**config.mk**
```make
export PLATFORM = sky130hd
export DESIGN_NAME = pipe_stall_ctrl
export DESIGN_NICKNAME = d
export VERILOG_FILES = /design/src/rtl/pipe_stall_ctrl_pkg.sv /design/src/rtl/pipe_stall_ctrl_hazard_detect.sv /design/src/rtl/pipe_stall_ctrl.sv
export SDC_FILE = /design/constraint.sdc
export NUM_CORES = 1
export LEC_CHECK = 0
export ABC_AREA = 1
export CORE_MARGIN = 10
export CORE_UTILIZATION = 45
export DETAILED_ROUTE_END_ITERATION = 12
export MAX_ROUTING_LAYER = met4
export PLACE_DENSITY = 0.77
export SYNTH_ARGS = -nofsm -noshare
export SYNTH_HDL_FRONTEND = slang
export SYNTH_HIERARCHICAL = 1
export SYNTH_SLANG_ARGS = --single-unit
```
**constraint.sdc**
```tcl
create_clock -name clk -period 1.9 [get_ports clk]
set_clock_uncertainty 0.15 [all_clocks]
set_input_delay 0.57 -clock clk [delete_from_list [all_inputs] [get_ports clk]]
set_output_delay 0.57 -clock clk [all_outputs]
set_load 0.1 [all_outputs]
```
**src/rtl/pipe_stall_ctrl_pkg.sv**
```systemverilog
// Shared pipeline control definitions: FSM state encoding, default timing
// constants and the canned enable/flush patterns the stall controller drives.
package pipe_stall_ctrl_pkg;

    // Stall controller FSM states
    typedef enum logic [1:0] {
        ST_HOLD     = 2'd0,
        ST_RUN      = 2'd1,
        ST_MEM_WAIT = 2'd2,
        ST_HALT     = 2'd3
    } pipe_state_t;

    localparam int DEFAULT_REGFILE_ADDR_WIDTH = 5;
    localparam int DEFAULT_MEM_TIMEOUT        = 255;
    localparam int DEFAULT_CNT_WIDTH          = 16;

    // One bundle of every pipeline register enable and bubble-insert flush
    typedef struct packed {
        logic pc_en;
        logic ifid_en;
        logic idex_en;
        logic exmem_en;
        logic memwb_en;
        logic ifid_flush;
        logic idex_flush;
        logic memwb_flush;
    } pipe_ctrl_t;

    // Post-reset settle cycle: nothing moves, every register takes a bubble
    localparam pipe_ctrl_t CTRL_HOLD = '{
        pc_en: 1'b0, ifid_en: 1'b0, idex_en: 1'b0, exmem_en: 1'b0, memwb_en: 1'b0,
        ifid_flush: 1'b1, idex_flush: 1'b1, memwb_flush: 1'b1
    };

    // Free-running pipeline
    localparam pipe_ctrl_t CTRL_RUN = '{
        pc_en: 1'b1, ifid_en: 1'b1, idex_en: 1'b1, exmem_en: 1'b1, memwb_en: 1'b1,
        ifid_flush: 1'b0, idex_flush: 1'b0, memwb_flush: 1'b0
    };

    // Data memory busy: freeze everything up to MEM, push bubbles into WB
    localparam pipe_ctrl_t CTRL_MEM_STALL = '{
        pc_en: 1'b0, ifid_en: 1'b0, idex_en: 1'b0, exmem_en: 1'b0, memwb_en: 1'b1,
        ifid_flush: 1'b0, idex_flush: 1'b0, memwb_flush: 1'b1
    };

    // Taken branch: squash the two younger instructions, keep moving
    localparam pipe_ctrl_t CTRL_BRANCH = '{
        pc_en: 1'b1, ifid_en: 1'b1, idex_en: 1'b1, exmem_en: 1'b1, memwb_en: 1'b1,
        ifid_flush: 1'b1, idex_flush: 1'b1, memwb_flush: 1'b0
    };

    // Load-use: hold PC and IF/ID, insert a bubble into EX, let the load advance
    localparam pipe_ctrl_t CTRL_LOAD_USE = '{
        pc_en: 1'b0, ifid_en: 1'b0, idex_en: 1'b1, exmem_en: 1'b1, memwb_en: 1'b1,
        ifid_flush: 1'b0, idex_flush: 1'b1, memwb_flush: 1'b0
    };

    // Frozen core: nothing moves, nothing is squashed
    localparam pipe_ctrl_t CTRL_HALT = '{
        pc_en: 1'b0, ifid_en: 1'b0, idex_en: 1'b0, exmem_en: 1'b0, memwb_en: 1'b0,
        ifid_flush: 1'b0, idex_flush: 1'b0, memwb_flush: 1'b0
    };

    // Pattern for a cycle in which memory is not stalling: branch beats load-use
    function automatic pipe_ctrl_t run_ctrl(input logic branch, input logic load_use);
        pipe_ctrl_t c;
        if (branch) begin
            c = CTRL_BRANCH;
        end else if (load_use) begin
            c = CTRL_LOAD_USE;
        end else begin
            c = CTRL_RUN;
        end
        return c;
    endfunction

endpackage

```
**src/rtl/pipe_stall_ctrl_hazard_detect.sv**
```systemverilog
// Combinational load-use hazard detector: flags an ID-stage instruction that
// reads the destination of a load still sitting in EX. r0 never hazards.
module hazard_detect
    import pipe_stall_ctrl_pkg::*;
#(
    parameter int ADDR_W = DEFAULT_REGFILE_ADDR_WIDTH
) (
    input  logic              i_ex_is_load,
    input  logic              i_ex_wr_en,
    input  logic [ADDR_W-1:0] i_ex_wr_addr,
    input  logic [ADDR_W-1:0] i_id_rs_addr,
    input  logic [ADDR_W-1:0] i_id_rt_addr,
    input  logic              i_id_rs_used,
    input  logic              i_id_rt_used,
    output logic              o_load_use
);

    localparam int NUM_SRC = 2;

    logic [ADDR_W-1:0]  w_src_addr [NUM_SRC];
    logic [NUM_SRC-1:0] w_src_used;
    logic [NUM_SRC-1:0] w_src_match;
    logic               w_load_producer;

    assign w_src_addr[0] = i_id_rs_addr;
    assign w_src_addr[1] = i_id_rt_addr;
    assign w_src_used    = {i_id_rt_used, i_id_rs_used};

    // A load writing a real register is the only producer that can hazard
    assign w_load_producer = i_ex_is_load & i_ex_wr_en & (i_ex_wr_addr != '0);

    // Per-source compare: only operands actually read by ID count
    generate
        for (genvar gi = 0; gi < NUM_SRC; gi++) begin : g_src
            assign w_src_match[gi] = w_src_used[gi] & (w_src_addr[gi] == i_ex_wr_addr);
        end
    endgenerate

    assign o_load_use = w_load_producer & (|w_src_match);

endmodule

```
**src/rtl/pipe_stall_ctrl.sv**
```systemverilog
// Pipeline stall/flush controller: sequences reset settle, memory wait with
// timeout, halt/resume, and drives per-stage enables and bubble flushes.
module pipe_stall_ctrl
    import pipe_stall_ctrl_pkg::*;
#(
    parameter int REGFILE_ADDR_WIDTH = DEFAULT_REGFILE_ADDR_WIDTH,
    parameter int MEM_TIMEOUT        = DEFAULT_MEM_TIMEOUT,
    parameter int CNT_WIDTH          = DEFAULT_CNT_WIDTH
) (
    input  logic                          clk,
    input  logic                          reset,
    input  logic                          ex_is_load,
    input  logic                          ex_WR_en,
    input  logic [REGFILE_ADDR_WIDTH-1:0] ex_WR_addr,
    input  logic [REGFILE_ADDR_WIDTH-1:0] id_rs_addr,
    input  logic [REGFILE_ADDR_WIDTH-1:0] id_rt_addr,
    input  logic                          id_rs_used,
    input  logic                          id_rt_used,
    input  logic                          mem_req,
    input  logic                          mem_ack,
    input  logic                          branch_taken,
    input  logic                          halt_req,
    input  logic                          resume,
    output logic                          pc_en,
    output logic                          ifid_en,
    output logic                          idex_en,
    output logic                          exmem_en,
    output logic                          memwb_en,
    output logic                          ifid_flush,
    output logic                          idex_flush,
    output logic                          memwb_flush,
    output logic                          halted,
    output logic                          mem_err,
    output logic [CNT_WIDTH-1:0]          stall_count
);

    // Wide enough to hold MEM_TIMEOUT itself
    localparam int WAIT_W = (MEM_TIMEOUT < 2) ? 1 : $clog2(MEM_TIMEOUT + 1);

    pipe_state_t           r_state;
    pipe_state_t           w_state_next;
    logic [WAIT_W-1:0]     r_wait_cnt;
    logic [WAIT_W-1:0]     w_wait_cnt_next;
    logic [WAIT_W-1:0]     w_wait_inc;
    logic                  r_halt_pend;
    logic                  w_halt_pend_next;
    logic                  r_branch_pend;
    logic                  w_branch_pend_next;
    logic                  r_mem_err;
    logic                  w_mem_err_next;
    logic                  r_halted;
    logic [CNT_WIDTH-1:0]  r_stall_cnt;
    logic                  w_stall_inc;
    logic                  w_load_use;
    pipe_ctrl_t            w_ctrl;

    hazard_detect #(
        .ADDR_W (REGFILE_ADDR_WIDTH)
    ) u_hazard_detect (
        .i_ex_is_load (ex_is_load),
        .i_ex_wr_en   (ex_WR_en),
        .i_ex_wr_addr (ex_WR_addr),
        .i_id_rs_addr (id_rs_addr),
        .i_id_rt_addr (id_rt_addr),
        .i_id_rs_used (id_rs_used),
        .i_id_rt_used (id_rt_used),
        .o_load_use   (w_load_use)
    );

    assign w_wait_inc = r_wait_cnt + WAIT_W'(1);

    // Next-state, bookkeeping and enable/flush decode from state and live inputs
    always_comb begin
        w_state_next       = r_state;
        w_ctrl             = CTRL_HOLD;
        w_wait_cnt_next    = r_wait_cnt;
        w_halt_pend_next   = r_halt_pend;
        w_branch_pend_next = r_branch_pend;
        w_mem_err_next     = r_mem_err;

        case (r_state)
            ST_HOLD: begin
                w_ctrl       = CTRL_HOLD;
                w_state_next = ST_RUN;
            end

            ST_RUN: begin
                if (mem_req && !mem_ack) begin
                    // Memory miss wins over everything; remember what else
                    // arrived so it is not lost while the pipe is frozen
                    w_ctrl             = CTRL_MEM_STALL;
                    w_state_next       = ST_MEM_WAIT;
                    w_wait_cnt_next    = '0;
                    w_halt_pend_next   = halt_req;
                    w_branch_pend_next = branch_taken;
                end else begin
                    w_ctrl             = run_ctrl(branch_taken, w_load_use);
                    w_halt_pend_next   = 1'b0;
                    w_branch_pend_next = 1'b0;
                    w_state_next       = halt_req ? ST_HALT : ST_RUN;
                end
            end

            ST_MEM_WAIT: begin
                if (mem_ack) begin
                    // Release cycle: the held branch squash lands here. A
                    // load-use still present must be honoured too, or the
                    // consumer would slip past its producer on release.
                    w_ctrl             = run_ctrl(branch_taken | r_branch_pend, w_load_use);
                    w_halt_pend_next   = 1'b0;
                    w_branch_pend_next = 1'b0;
                    w_state_next       = (halt_req | r_halt_pend) ? ST_HALT : ST_RUN;
                end else begin
                    w_ctrl             = CTRL_MEM_STALL;
                    w_wait_cnt_next    = w_wait_inc;
                    w_halt_pend_next   = r_halt_pend | halt_req;
                    w_branch_pend_next = r_branch_pend | branch_taken;
                    if (w_wait_inc >= WAIT_W'(MEM_TIMEOUT)) begin
                        // Give up on the access; the core freezes until reset
                        w_mem_err_next     = 1'b1;
                        w_halt_pend_next   = 1'b0;
                        w_branch_pend_next = 1'b0;
                        w_state_next       = ST_HALT;
                    end
                end
            end

            ST_HALT: begin
                w_ctrl = CTRL_HALT;
                if (resume && !r_mem_err) begin
                    w_state_next = ST_RUN;
                end
            end

            default: begin
                w_ctrl       = CTRL_HOLD;
                w_state_next = ST_HOLD;
            end
        endcase
    end

    // FSM state register
    always_ff @(posedge clk or posedge reset) begin
        if (reset) begin
            r_state <= ST_HOLD;
        end else begin
            r_state <= w_state_next;
        end
    end

    // Memory wait counter and the requests deferred across a memory stall
    always_ff @(posedge clk or posedge reset) begin
        if (reset) begin
            r_wait_cnt    <= '0;
            r_halt_pend   <= 1'b0;
            r_branch_pend <= 1'b0;
        end else begin
            r_wait_cnt    <= w_wait_cnt_next;
            r_halt_pend   <= w_halt_pend_next;
            r_branch_pend <= w_branch_pend_next;
        end
    end

    // Registered status: halted tracks the state we are entering, error is sticky
    always_ff @(posedge clk or posedge reset) begin
        if (reset) begin
            r_halted  <= 1'b0;
            r_mem_err <= 1'b0;
        end else begin
            r_halted  <= (w_state_next == ST_HALT);
            r_mem_err <= w_mem_err_next;
        end
    end

    // Fetch-stalled cycles while the core is live, saturating at all-ones
    assign w_stall_inc = ((r_state == ST_RUN) || (r_state == ST_MEM_WAIT)) && !w_ctrl.pc_en;

    // Saturating stall-cycle counter
    always_ff @(posedge clk or posedge reset) begin
        if (reset) begin
            r_stall_cnt <= '0;
        end else if (w_stall_inc && (r_stall_cnt != {CNT_WIDTH{1'b1}})) begin
            r_stall_cnt <= r_stall_cnt + CNT_WIDTH'(1);
        end
    end

    assign pc_en       = w_ctrl.pc_en;
    assign ifid_en     = w_ctrl.ifid_en;
    assign idex_en     = w_ctrl.idex_en;
    assign exmem_en    = w_ctrl.exmem_en;
    assign memwb_en    = w_ctrl.memwb_en;
    assign ifid_flush  = w_ctrl.ifid_flush;
    assign idex_flush  = w_ctrl.idex_flush;
    assign memwb_flush = w_ctrl.memwb_flush;
    assign halted      = r_halted;
    assign mem_err     = r_mem_err;
    assign stall_count = r_stall_cnt;

endmodule
```
==> results of run 1 <==
==> flip-flops by register name, summed over array words and instances (netlist names) <==
| register | cells |
|---|---|
| stall_count | 16 |
| r_wait_cnt | 8 |
| r_state | 2 |
| halted | 1 |
| mem_err | 1 |
| r_branch_pend | 1 |
| r_halt_pend | 1 |
==> cell usage after synthesis, drive strengths merged <==
cell type	number
nand2	101
inv	56
dfrtp	30
xnor2	4
nand4	4
ha	8
xor2	9
nand3	19
o22ai	5
nor2	39
a31oi	2
o211ai	1
buf	4
a21oi	8
nor3	8
o21ai	12
==> worst min path at each step <==
stage | cells past startpoint | endpoint | slack [ps] | start
global placement | 1 | stall_count[2] | 360 | stall_count[2]
detailed placement | 1 | stall_count[2] | 390 | stall_count[2]
CTS | 1 | stall_count[2] | 390 | stall_count[2]
floorplan | 2 | r_halt_pend | 350 | r_halt_pend
global route | 2 | stall_count[9] | 440 | stall_count[9]
finish | 2 | stall_count[6] | 410 | stall_count[6]
==> cells by family (layout without fill, tap and decap cells) <==
logic type      Yosys count  in the layout  synth area share
compound gates           28             28           0.07488
xor+xnor                 13             13           0.05366
buf+inv                  60            172            0.1179
flops                    30             30            0.3538
simple gates            171            172            0.3526
fa+ha+maj                 8              8           0.04717
==> per-layer routing <==
metal	global-route usage	up-vias
met5	-	-
met4	0.08811	0
met3	0.04228	30
met2	0.3398	153
met1	0.2040	1163
li1	-	1182
==> where the power goes <==
| part | switching [uW] | internal, uW | total [uW] |
|---|---|---|---|
| logic | 2780 | 1880 | 4660 |
| registers | 155 | 779 | 934 |
| clock network | 271 | 291 | 562 |
| total | 3200 | 2950 | 6160 |
==> repair_timing <==
action | CTS | global route
pin swaps | 27 | 25
setup endpoints to repair | 26 | 34
hold buffers | 0 | 0
setup buffers | 10 | 3
gates cloned | 2 | 0
resized for setup | 104 | 34
==> per-stage QoR <==
| step | setup TNS, ps | cell area, sq um |
|---|---|---|
| 2_1_floorplan | -8852 | 2222 |
| 3_3_place_gp | -21000 | 3343 |
| 3_5_place_dp | -22880 | 3343 |
| 4_1_cts | -3467 | 3561 |
| 5_1_grt | -5346 | 3696 |
| 6_report | -3980 | 3696 |
==> layout make-up <==
| class | count | area [sq um] | area share |
|---|---|---|---|
| clock buffers | 6 | 82.58 | 0.02234 |
| well taps | 52 | 65.06 | 0.01760 |
| clock inverters | 2 | 12.51 | 0.003385 |
| multi-input cells | 221 | 1311 | 0.3548 |
| flip-flops and latches | 30 | 760.7 | 0.2058 |
| repair inverters | 1 | 6.256 | 0.001693 |
| repair buffers | 107 | 1226 | 0.3318 |
| inverters | 56 | 231.5 | 0.06263 |
==> worst min-delay path: stages (launching register included) <==
cell	delay [ps]
sky130_fd_sc_hd__dfrtp_2	410
sky130_fd_sc_hd__a21oi_2	40
sky130_fd_sc_hd__nor2_1	80
==> results.toml, run 1 <==
[run_status]
outcome = "finished, violations left"
failed_checks = "negative setup slack"

[yosys]
netlist_area_sq_um = 2122
synthDominantAreaCellType = "sky130_fd_sc_hd__dfrtp_1"
synthesis.yosys.warnings = 6
avgSynthCellArea_sq_um = 6.845
synth_cell_types = 27
syn_inst = 310
postSynthNetCount = 344
post_synth_main_area_contributors = "sky130_fd_sc_hd__dfrtp_1, sky130_fd_sc_hd__nand2_1, sky130_fd_sc_hd__inv_1"
synthDominantCellAreaShare = 0.3538
synth_seq_cells = 30
synth_sequential_area_ratio = 0.3538

[placement]
detailed_place_hpwl_um = 5139
dpl.cell_count = 452
placement.io_buffers = 51
globalplace.congestion = 0.9564
dp_worst_setup_slack_ps = -1046

[finish]
insertedDiodeCount = 0
nFillCells = 238
layout.cells.most_common = "sky130_fd_sc_hd__nand2_1"
final_util = 0.8261
final_net_count = 456
layout_common_cells = "sky130_fd_sc_hd__nand2_1, sky130_fd_sc_hd__buf_4, sky130_fd_sc_hd__inv_1"
areaGrowthSynthToFinish_pct = 74.17
post_layout_nonfiller_instances = 475
layout_cell_share_with_drive_strength_beyond_1 = 0.4303

[power]
cellPowerDensity_nw_per_um2 = 1666
ir_drop_worst_case_vdd_v = 0.001937
leakage_uw = 0.001797
finalPower_uw = 6158

[drt]
detailed_route_via_count = 2528
vias_per_instance = 5.322
antenna_violating_nets_post_route = 0
drtIter0Drc = 226
routed.top_layer = "met4"
m1WireLength_um = 2982
first_pass_iters = 5
wirelength_um = 7864
met3RoutedLength_um = 605
wl_met2_um = 3997
route.detailed.drc = 0
wl_per_cell_um = 16.56

[critical_path]
crit_slowest_cell = "sky130_fd_sc_hd__clkdlybuf4s15_2"
timing.critical_path.max_delay_family = "buffers and inverters"
ff2ff_path_depth = 13
critical_path.startpoint_type = "primary input"
crit_path_end_kind = "primary output"
crit_type = "in2out"
max_stage_delay_ps = 290
regToRegSetupSlack_ps = -70
worst_ep_required_time_ps = 1180
cp-endpoint = "ifid_en"
worstSetupStartpoint = "mem_ack"
critPathArrivalTime_ps = 1690
timing.critical_path.depth = 10
crit_reg_reg_endpoint = "stall_count[5]"
highest_fanout_seen_on_the_critical_path = 4
r2r-start = "r_state[0]"
cp_common_cell = "sky130_fd_sc_hd__nand2_4"
timing.critical_path.cells = "clkdlybuf4s15_2 -> inv_4 -> nand2_4 -> nand2_4 -> nand2_4 -> inv_4 -> nor2_4 -> nand2_4 -> clkinvlp_4 -> buf_12"
cp_num_buf_inv = 5

[clocking]
tritoncts_clock_tree = "done"
cts-htree-levels = 2
cts.clk_slew.worst_paths_ps = 80
buffer_type_at_the_clock_tree_root = "sky130_fd_sc_hd__clkbuf_8"
clock_path_buffers = 2
tritoncts.num_buffers = 5
numClockSinks = 30
clkLatencyLatePin_ps = 300

[global_route]
grt_start_max_net_pins = 31
overall_overflow_remaining_after_global_route = 0
number_of_antenna_violations_at_the_first_check_in_global_routing = 0
grt_pass1_wl_um = 11660
grt_pass1_vias = 2625
grt_usage = 0.1941

[sta]
fin_crit_sh = 1.269
hold_slack_ps = 412.9
layout_setup_ws_ps = -510.5
timing.final.hold_violations = 0
fin_crit_ps = 2411
slew_headroom = 0.7672
timing.fmax_mhz = 414.8
final-setup-viol-count = 20
grt_setup_unrepaired = "yes"
worst_slew_pin_slew_ps = 346.5
slew_violations = 0

[floorplan]
initial_utilization = 0.4743
die_boundary_height_um = 88.67
die_area_sq_um = 7862
site_row_count = 24
placeableCoreArea_sq_um = 4474
top_level_ports = 52
dieWidth_um = 88.67

[flow_run]
max-cap-violations = 0

[worst_hold_path]
kind_of_path_behind_the_tightest_hold_check = "reg2reg"
No activity file was read; power rests on OpenSTA's default activity.
==> run 2: changes to the inputs <==
--- a/config.mk
+++ b/config.mk
@@ -9,7 +9,7 @@
 export CORE_MARGIN = 10
 export CORE_UTILIZATION = 45
 export DETAILED_ROUTE_END_ITERATION = 12
-export MAX_ROUTING_LAYER = met4
+export GPL_TIMING_DRIVEN = 1
 export PLACE_DENSITY = 0.77
 export SYNTH_ARGS = -nofsm -noshare
 export SYNTH_HDL_FRONTEND = slang
==> results.toml, run 2 (synthesis results as in run 1) <==
[global_route]
grt_usage = 0.1885
grt_start_max_net_pins = 31
grt_pass1_vias = 2620
overall_overflow_remaining_after_global_route = 0
number_of_antenna_violations_at_the_first_check_in_global_routing = 0
grt_pass1_wl_um = 11690

[finish]
largest_register_ff_count = 16
final_design_area_no_fill_sq_um = 3696
areaGrowthSynthToFinish_pct = 74.17
nFillCells = 238
layout_common_cells = "sky130_fd_sc_hd__nand2_1, sky130_fd_sc_hd__buf_4, sky130_fd_sc_hd__inv_1"
insertedDiodeCount = 0
final_net_count = 456
layout_cell_share_with_drive_strength_beyond_1 = 0.4303
layout.cells.most_common = "sky130_fd_sc_hd__nand2_1"
post_layout_nonfiller_instances = 475

[critical_path]
cp-endpoint = "ifid_en"
r2r-start = "r_state[0]"
crit_slowest_cell = "sky130_fd_sc_hd__clkdlybuf4s15_2"
worstSetupStartpoint = "mem_ack"
timing.critical_path.cells = "clkdlybuf4s15_2 -> inv_4 -> nand2_4 -> nand2_4 -> nand2_4 -> inv_4 -> nor2_4 -> nand2_4 -> clkinvlp_4 -> buf_12"
cp_common_cell = "sky130_fd_sc_hd__nand2_4"
worst_ep_required_time_ps = 1180
crit_type = "in2out"
regToRegSetupSlack_ps = -70
critical_path.startpoint_type = "primary input"
timing.critical_path.depth = 10
crit_path_end_kind = "primary output"
critPathArrivalTime_ps = 1690
cp_num_buf_inv = 5
highest_fanout_seen_on_the_critical_path = 4
ff2ff_path_depth = 13
max_stage_delay_ps = 290
timing.critical_path.max_delay_family = "buffers and inverters"
crit_reg_reg_endpoint = "stall_count[11]"

[drt]
antenna_violating_nets_post_route = 0
wl_per_cell_um = 16.64
wirelength_um = 7903
drtIter0Drc = 191
first_pass_iters = 5
detailed_route_via_count = 2557
route.detailed.drc = 0
vias_per_instance = 5.383

[clocking]
clock_path_buffers = 2
cts-htree-levels = 2
buffer_type_at_the_clock_tree_root = "sky130_fd_sc_hd__clkbuf_8"
cts.clk_slew.worst_paths_ps = 80
tritoncts_clock_tree = "done"
tritoncts.num_buffers = 5
clkLatencyLatePin_ps = 300
numClockSinks = 30
ctsHoldBuffers = 0

[sta]
grt_setup_unrepaired = "yes"
timing.fmax_mhz = 415.3
fin_crit_ps = 2408
hold_slack_ps = 410.8
slew_violations = 0
worst_slew_pin_slew_ps = 344.5
layout_setup_ws_ps = -507.8
fin_crit_sh = 1.267
timing.final.hold_violations = 0
slew_headroom = 0.7685
final-setup-viol-count = 20

[power]
leakage_uw = 0.001797
ir_drop_worst_case_vdd_v = 0.001948
cellPowerDensity_nw_per_um2 = 1668

[floorplan]
site_row_count = 24
initial_utilization = 0.4743
die_area_sq_um = 7862
die_boundary_height_um = 88.67
top_level_ports = 52
dieWidth_um = 88.67
placeableCoreArea_sq_um = 4474

[flow_run]
max-cap-violations = 0

[placement]
placedInstanceArea_sq_um = 3343
globalplace.congestion = 0.9396
detailed_place_hpwl_um = 5139
dpl.cell_count = 452
placement.io_buffers = 51

[run_status]
outcome = "finished, violations left"
failed_checks = "negative setup slack"

[worst_hold_path]
kind_of_path_behind_the_tightest_hold_check = "reg2reg"
## run 2: area by class of cell
type | count | area (sq um) | share of cell area
timing repair buffer | 107 | 1226 | 0.3318
timing repair inverter | 1 | 6.256 | 0.001693
multi-input combinational | 221 | 1311 | 0.3548
sequential | 30 | 760.7 | 0.2058
inverter | 56 | 231.5 | 0.06263
clock inverter | 2 | 12.51 | 0.003385
tap | 52 | 65.06 | 0.01760
clock buffer | 6 | 82.58 | 0.02234
## run 2: worst register-to-register path, delay by kind of cell, from the launching register on
kind | cells | cell delay [ps]
fa+ha+maj | 1 | 170
simple gates | 7 | 630
flops | 1 | 440
buf+inv | 5 | 500
## run 2: routing by layer
layer / global-route usage / vias up / part of all wire
li1: - / 1184 / -
met1: 0.1975 / 1181 / 0.36
met2: 0.3398 / 155 / 0.51
met3: 0.05331 / 37 / 0.093
met4: 0.08811 / 0 / 0.036
met5: 0 / - / 0
## run 2: per-stage QoR
step                      worst slack, ps  setup TNS, ps  utilization  power, uW
after CTS                          -510.1          -3467       0.7959       5846
after global placement             -966.7         -21000       0.7472       4812
after detailed placement            -1046         -22880       0.7472       4898
after floorplan                    -973.9          -8852            -       3348
after global routing               -559.1          -5347       0.8261       6379
final                              -507.8          -3944       0.8261       6166
## run 2: worst min-delay path by stage
| stage | startpoint | endpoint | slack (ps) | cells past startpoint |
|---|---|---|---|---|
| after floorplan | r_halt_pend | r_halt_pend | 350 | 2 |
| final | stall_count[9] | stall_count[9] | 410 | 2 |
| after global routing | stall_count[9] | stall_count[9] | 440 | 2 |
| after global placement | stall_count[2] | stall_count[2] | 360 | 1 |
| after CTS | stall_count[2] | stall_count[2] | 390 | 1 |
| after detailed placement | stall_count[2] | stall_count[2] | 390 | 1 |
## run 2: power breakdown
| group | switching (uW) | leakage, uW | total (uW) | internal (uW) |
|---|---|---|---|---|
| Combinational | 2790 | 0.00136 | 4670 | 1880 |
| Clock | 273 | 0.0000472 | 564 | 291 |
| Sequential | 152 | 0.000386 | 931 | 779 |
| Total | 3210 | 0.00180 | 6170 | 2950 |
## run 2: repair_timing
action,CTS,global route
pin swaps,27,25
setup buffers,10,3
gates resized for setup,104,34
gates cloned,2,0
endpoints found under the setup margin,26,34
